$ cat src/rtl/map_rom_arbiter.sv
// map_rom_arbiter: shares one synchronous map ROM between the video pipeline (priority)
// and game logic, with a starvation counter that force-grants the game port.
module map_rom_arbiter #(
  parameter int DEPTH      = 21,
  parameter int ADDR_W     = 5,
  parameter int DATA_W     = 30,
  parameter int STARVE_MAX = 7
) (
  input  logic              clk_i,
  input  logic              rst_ni,
  input  logic              vid_req_i,
  input  logic [ADDR_W-1:0] vid_addr_i,
  output logic              vid_valid_o,
  output logic [DATA_W-1:0] vid_data_o,
  output logic              vid_miss_o,
  input  logic              gm_req_i,
  input  logic [ADDR_W-1:0] gm_addr_i,
  output logic              gm_ack_o,
  output logic              gm_valid_o,
  output logic [DATA_W-1:0] gm_data_o,
  output logic              gm_oor_o,
  output logic [ADDR_W-1:0] rom_addr_o,
  input  logic [DATA_W-1:0] rom_data_i
);
  typedef enum logic [1:0] {IDLE, VID, GAME} tag_e;
  localparam logic [7:0]      SMAX = 8'(STARVE_MAX);
  localparam logic [ADDR_W:0] DEP  = (ADDR_W+1)'(DEPTH);
  tag_e              tag0_q, tag0_d, tag1_q;
  logic              oor0_q, oor0_d, oor1_q, force_gm;
  logic [ADDR_W-1:0] rom_addr_q, rom_addr_d, sel_addr;
  logic [7:0]        wait_q, wait_d;
  logic              vid_miss_q, vid_valid_q, gm_valid_q, gm_oor_q;
  logic [DATA_W-1:0] vid_data_q, gm_data_q;
  always_ff @(posedge clk_i or negedge rst_ni) begin
    if (!rst_ni) begin
      tag0_q      <= IDLE;
      tag1_q      <= IDLE;
      oor0_q      <= 1'b0;
      oor1_q      <= 1'b0;
      rom_addr_q  <= '0;
      wait_q      <= '0;
      vid_miss_q  <= 1'b0;
      vid_valid_q <= 1'b0;
      gm_valid_q  <= 1'b0;
      gm_oor_q    <= 1'b0;
      vid_data_q  <= '0;
      gm_data_q   <= '0;
    end else begin
      tag0_q      <= tag0_d;
      tag1_q      <= tag0_q;
      oor0_q      <= oor0_d;
      oor1_q      <= oor0_q;
      rom_addr_q  <= rom_addr_d;
      wait_q      <= wait_d;
      vid_miss_q  <= force_gm && vid_req_i;
      vid_valid_q <= tag1_q == VID;
      gm_valid_q  <= tag1_q == GAME;
      gm_oor_q    <= tag1_q == GAME && oor1_q;
      if (tag1_q == VID) vid_data_q <= oor1_q ? '0 : rom_data_i;
      if (tag1_q == GAME) gm_data_q <= oor1_q ? '0 : rom_data_i;
    end
  end
  // Out-of-range rows read ROM row 0; the oor tag later zeroes the returned data.
  always_comb begin
    force_gm   = gm_req_i && wait_q == SMAX;
    tag0_d     = force_gm ? GAME : vid_req_i ? VID : gm_req_i ? GAME : IDLE;
    sel_addr   = tag0_d == GAME ? gm_addr_i : vid_addr_i;
    oor0_d     = {1'b0, sel_addr} >= DEP;
    rom_addr_d = tag0_d == IDLE ? rom_addr_q : oor0_d ? '0 : sel_addr;
    wait_d     = (!gm_req_i || tag0_d == GAME) ? '0 : wait_q == SMAX ? wait_q : wait_q + 8'd1;
  end
  always_comb begin
    gm_ack_o    = tag0_q == GAME;
    vid_miss_o  = vid_miss_q;
    vid_valid_o = vid_valid_q;
    vid_data_o  = vid_data_q;
    gm_valid_o  = gm_valid_q;
    gm_data_o   = gm_data_q;
    gm_oor_o    = gm_oor_q;
    rom_addr_o  = rom_addr_q;
  end
endmodule

$ cat config.mk
export PLATFORM = sky130hd
export DESIGN_NAME = map_rom_arbiter
export DESIGN_NICKNAME = d
export VERILOG_FILES = /design/src/rtl/map_rom_arbiter.sv
export SDC_FILE = /design/constraint.sdc
export NUM_CORES = 1
export LEC_CHECK = 0
export ABC_AREA = 1
export CORE_ASPECT_RATIO = 1.4
export CORE_MARGIN = 2
export CORE_UTILIZATION = 45
export CTS_CLUSTER_SIZE = 14
export DETAILED_ROUTE_END_ITERATION = 7
export PLACE_DENSITY = 0.87
export SYNTH_ARGS = -nofsm -noshare
export SYNTH_HDL_FRONTEND = slang
export SYNTH_SLANG_ARGS = --single-unit
$ cat constraint.sdc
create_clock -name clk_i -period 2.35 [get_ports clk_i]
set_clock_uncertainty 0.05 [all_clocks]
set_input_delay 0.5875 -clock clk_i [delete_from_list [all_inputs] [get_ports clk_i]]
set_output_delay 0.5875 -clock clk_i [all_outputs]
set_load 0.1 [all_outputs]
==> impl_metrics.toml <==
[logic_synthesis]
postSynthCellCount = 366
syn_nets = 411
ys_ff_latch = 83
syn_area_um2 = 3490
postSynthAreaPerCell_um2 = 9.54
ys_warn_count = 0
synth.distinct_cells = 26
ys_seq_area_frac = 0.595

[floorplan]
num_rows = 38
start_util = 0.456
core_um2 = 7650
design.die.area_um2 = 8490
ios = 114
dieWidth_um = 78.5
die_y_um = 108

[detailed_routing]
wirelength_um = 7660
vias = 2779
wl_per_cell_um = 13.0
drc = 0
drt_first_pass_iters = 4
drt_iter0_drc = 90
routed_via_density = 4.71
postRouteAntennaNets = 0

[sta]
period_minus_slack_ns = 1.83
finalSetupViolCount = 0
max_slew.worst_pin.slew_ns = 0.676
hold_violations = 0
relSlewSlack = 0.550
post-route-period-util = 0.777
fmax_mhz = 548
rsz0062_at_grt = "no"
fin_hold_ws_ns = 0.302
slew_viol_final = 0
fin_tns_setup_ns = 0

[grt]
grt_pass1_vias = 2689
grt_pass1_wl_um = 12100
grt_max_degree = 45
antenna_found_initial = 0
overflow = 0
track_usage = 0.186

[pwr]
seq_power_share = 0.339
ir_drop_v = 0.000528
power.internal_uw = 2840
swShare = 0.446
clockPowerShare = 0.246
powerDensity_nw_per_um2 = 1050
power_frac_comb = 0.415
leakage_uw = 0.00262
p_switching_uw = 2290

[cells_and_area]
final_nets = 530
layout-area-overhead-vs-synth_pct = 39.4
fillers = 634
antenna_cells = 0
drive_above_1_share = 0.296

[clock_tree]
path_clk_slew_ns = 0.08
clk_latency_ns = 0.34
cts_buffer_depth = 2
cts-root-buf = "clkbuf_8"
post_cts_buffers = 0
cts_tree = "done"
cts_num_sinks = 83
htree_levels = 3
cts.repair.resized = 0
cts_buffers = 9

[worst_setup_path]
worstPathRequired_ns = 2.53
path_cells = "clkdlybuf4s50_1, nand2_1, nor2_4, nand2_4, nand2_8, nand2_1, nand2_1, nand2_1, nand2_2, nand2_4, nand2_1, nand2_1"
critPathLaunch = "gm_req_i"
path_max_fanout = 8
path_class = "in -> reg"
crit_path_start_kind = "primary input"
cp-end-kind = "flip-flop"
cp_common_cell = "nand2_1"
critPathTopFamily = "simple AND/OR/NAND/NOR gates"
cp_slowest_cell = "clkdlybuf4s50_1"
slowest_delay_ns = 0.50
cp.arrival_ns = 2.00
reg2reg_from = "wait_q[0]$_DFFE_PN0P_"
worst-path-buf-inv = 1

[placement]
port-buffer-count = 113
place.gp.congestion = 0.823
place_hpwl_um = 5770

[hold_path]
min-delay-start = "oor0_q$_DFF_PN0_"
hp-class = "reg -> reg"

[run_status]
status = "finished, final reports clean"

[job]
max_cap_violations = 0
## power groups by stage
stage	combinational, µW	clock [µW]	sequential [µW]
after floorplan	275	0	3090
after global placement	2110	0	1760
after detailed placement	2140	0	1770
after CTS	2140	1290	1740
after global routing	2190	1340	1760
final	2130	1260	1740
## metrics by stage
step	power [µW]	cells	utilization	area, µm²	setup WS (ns)
floorplan	3370	366	-	3490	0.0901
global route	5300	590	0.636	4870	0.372
finish	5130	590	0.636	4870	0.524
CTS	5170	590	0.636	4870	0.507
detailed placement	3900	573	0.601	4600	0.176
global placement	3870	573	0.601	4600	0.266
## per-layer routing
metal,up-vias,part of all wire,routed length [µm],track usage
met5,-,0,0,0
met4,0,0.032,242,0.100
met3,19,0.048,367,0.0367
met2,88,0.54,4150,0.342
met1,1321,0.38,2900,0.199
li1,1351,-,-,-
## layout by cell type (no fill, tap or decap)
cell             count
clkinv_4             1
nand3b_1             1
nor2_1              41
clkdlybuf4s50_1     42
o21ai_1              1
xor2_1               2
dlygate4sd3_1        1
mux2_2              30
clkbuf_8            11
nor3_1               2
o21ai_2              1
inv_4                1
buf_4               75
inv_1               41
a21oi_1              3
nand2_4              2
ha_1                 1
nand2_2              8
buf_12               2
o31ai_1              1
dfrtp_1             83
nor3b_1              3
nor4_1               1
o21ai_0              1
nand3_1              2
nand2_1            119
inv_2                6
bufinv_16            3
inv_6                1
nor2_4               3
nand2_8              1
## cell families after synthesis
logic type | synth area share
xor gates and xnor gates | 0.00502
AOI/OAI and AO/OA | 0.0118
muxes | 0.0967
DFF | 0.595
and+or+nand+nor | 0.222
buffers and inverters | 0.0663
adders and majority gates | 0.00358
## final timing paths
kind | slack (ns) | cells after the start | to
max | 0.52 | 12 | rom_addr_o[2]$_DFFE_PN0P_
min | 0.30 | 0 | oor1_q$_DFF_PN0_
max reg2reg | 0.67 | 13 | rom_addr_o[2]$_DFFE_PN0P_
min reg2reg | 0.30 | 0 | oor1_q$_DFF_PN0_
max in group asynchronous | 1.08 | 3 | gm_data_o[24]$_DFFE_PN0P_
min in group asynchronous | 0.56 | 2 | vid_data_o[19]$_DFFE_PN0P_
## synthesized netlist by cell type
cell type / n / share of area
a21oi_1: 3 / 0.0043
buf_1: 5 / 0.0054
buf_2: 3 / 0.0043
clkbuf_1: 4 / 0.0043
dfrtp_1: 83 / 0.59
ha_1: 1 / 0.0036
inv_1: 41 / 0.044
inv_2: 6 / 0.0064
inv_4: 1 / 0.0018
mux2_2: 30 / 0.097
nand2_1: 119 / 0.13
nand2_2: 8 / 0.014
nand2_4: 2 / 0.0064
nand2_8: 1 / 0.0057
nand3_1: 2 / 0.0029
nand3b_1: 1 / 0.0021
nor2_1: 42 / 0.045
nor2_4: 2 / 0.0064
nor3_1: 2 / 0.0029
nor3b_1: 3 / 0.0064
nor4_1: 1 / 0.0018
o21ai_0: 1 / 0.0014
o21ai_1: 1 / 0.0014
o21ai_2: 1 / 0.0025
o31ai_1: 1 / 0.0021
xor2_1: 2 / 0.0050
## worst register-to-register path, delay by kind of cell (launching register included)
family        cells  cell delay [ns]
simple gates     11             0.81
flops             1             0.40
fa+ha+maj         1             0.22
buf+inv           1             0.07
## area by class of cell
cell class	instances	area [µm²]	share of cell area
sequential	83	2080	0.427
multi-input combinational	223	1190	0.245
timing repair buffer	120	1030	0.212
inverter	48	183	0.0375
clock buffer	11	151	0.0311
tap	100	125	0.0257
clock inverter	5	108	0.0221
## what timing repair did
action,in CTS,in global routing
hold buffers,1,0
setup endpoints to repair,0,0
hold endpoints to repair,9,0
## sequential cells by signal (all words and copies together) (netlist names)
register,flops
gm_oor_o,1
tag1_q,2
vid_miss_o,1
gm_data_o,30
wait_q,8
oor0_q,1
oor1_q,1
vid_data_o,30
rom_addr_o,5
tag0_q,2
vid_valid_o,1
gm_valid_o,1
Note: power is estimated with default switching activity, not from simulation.
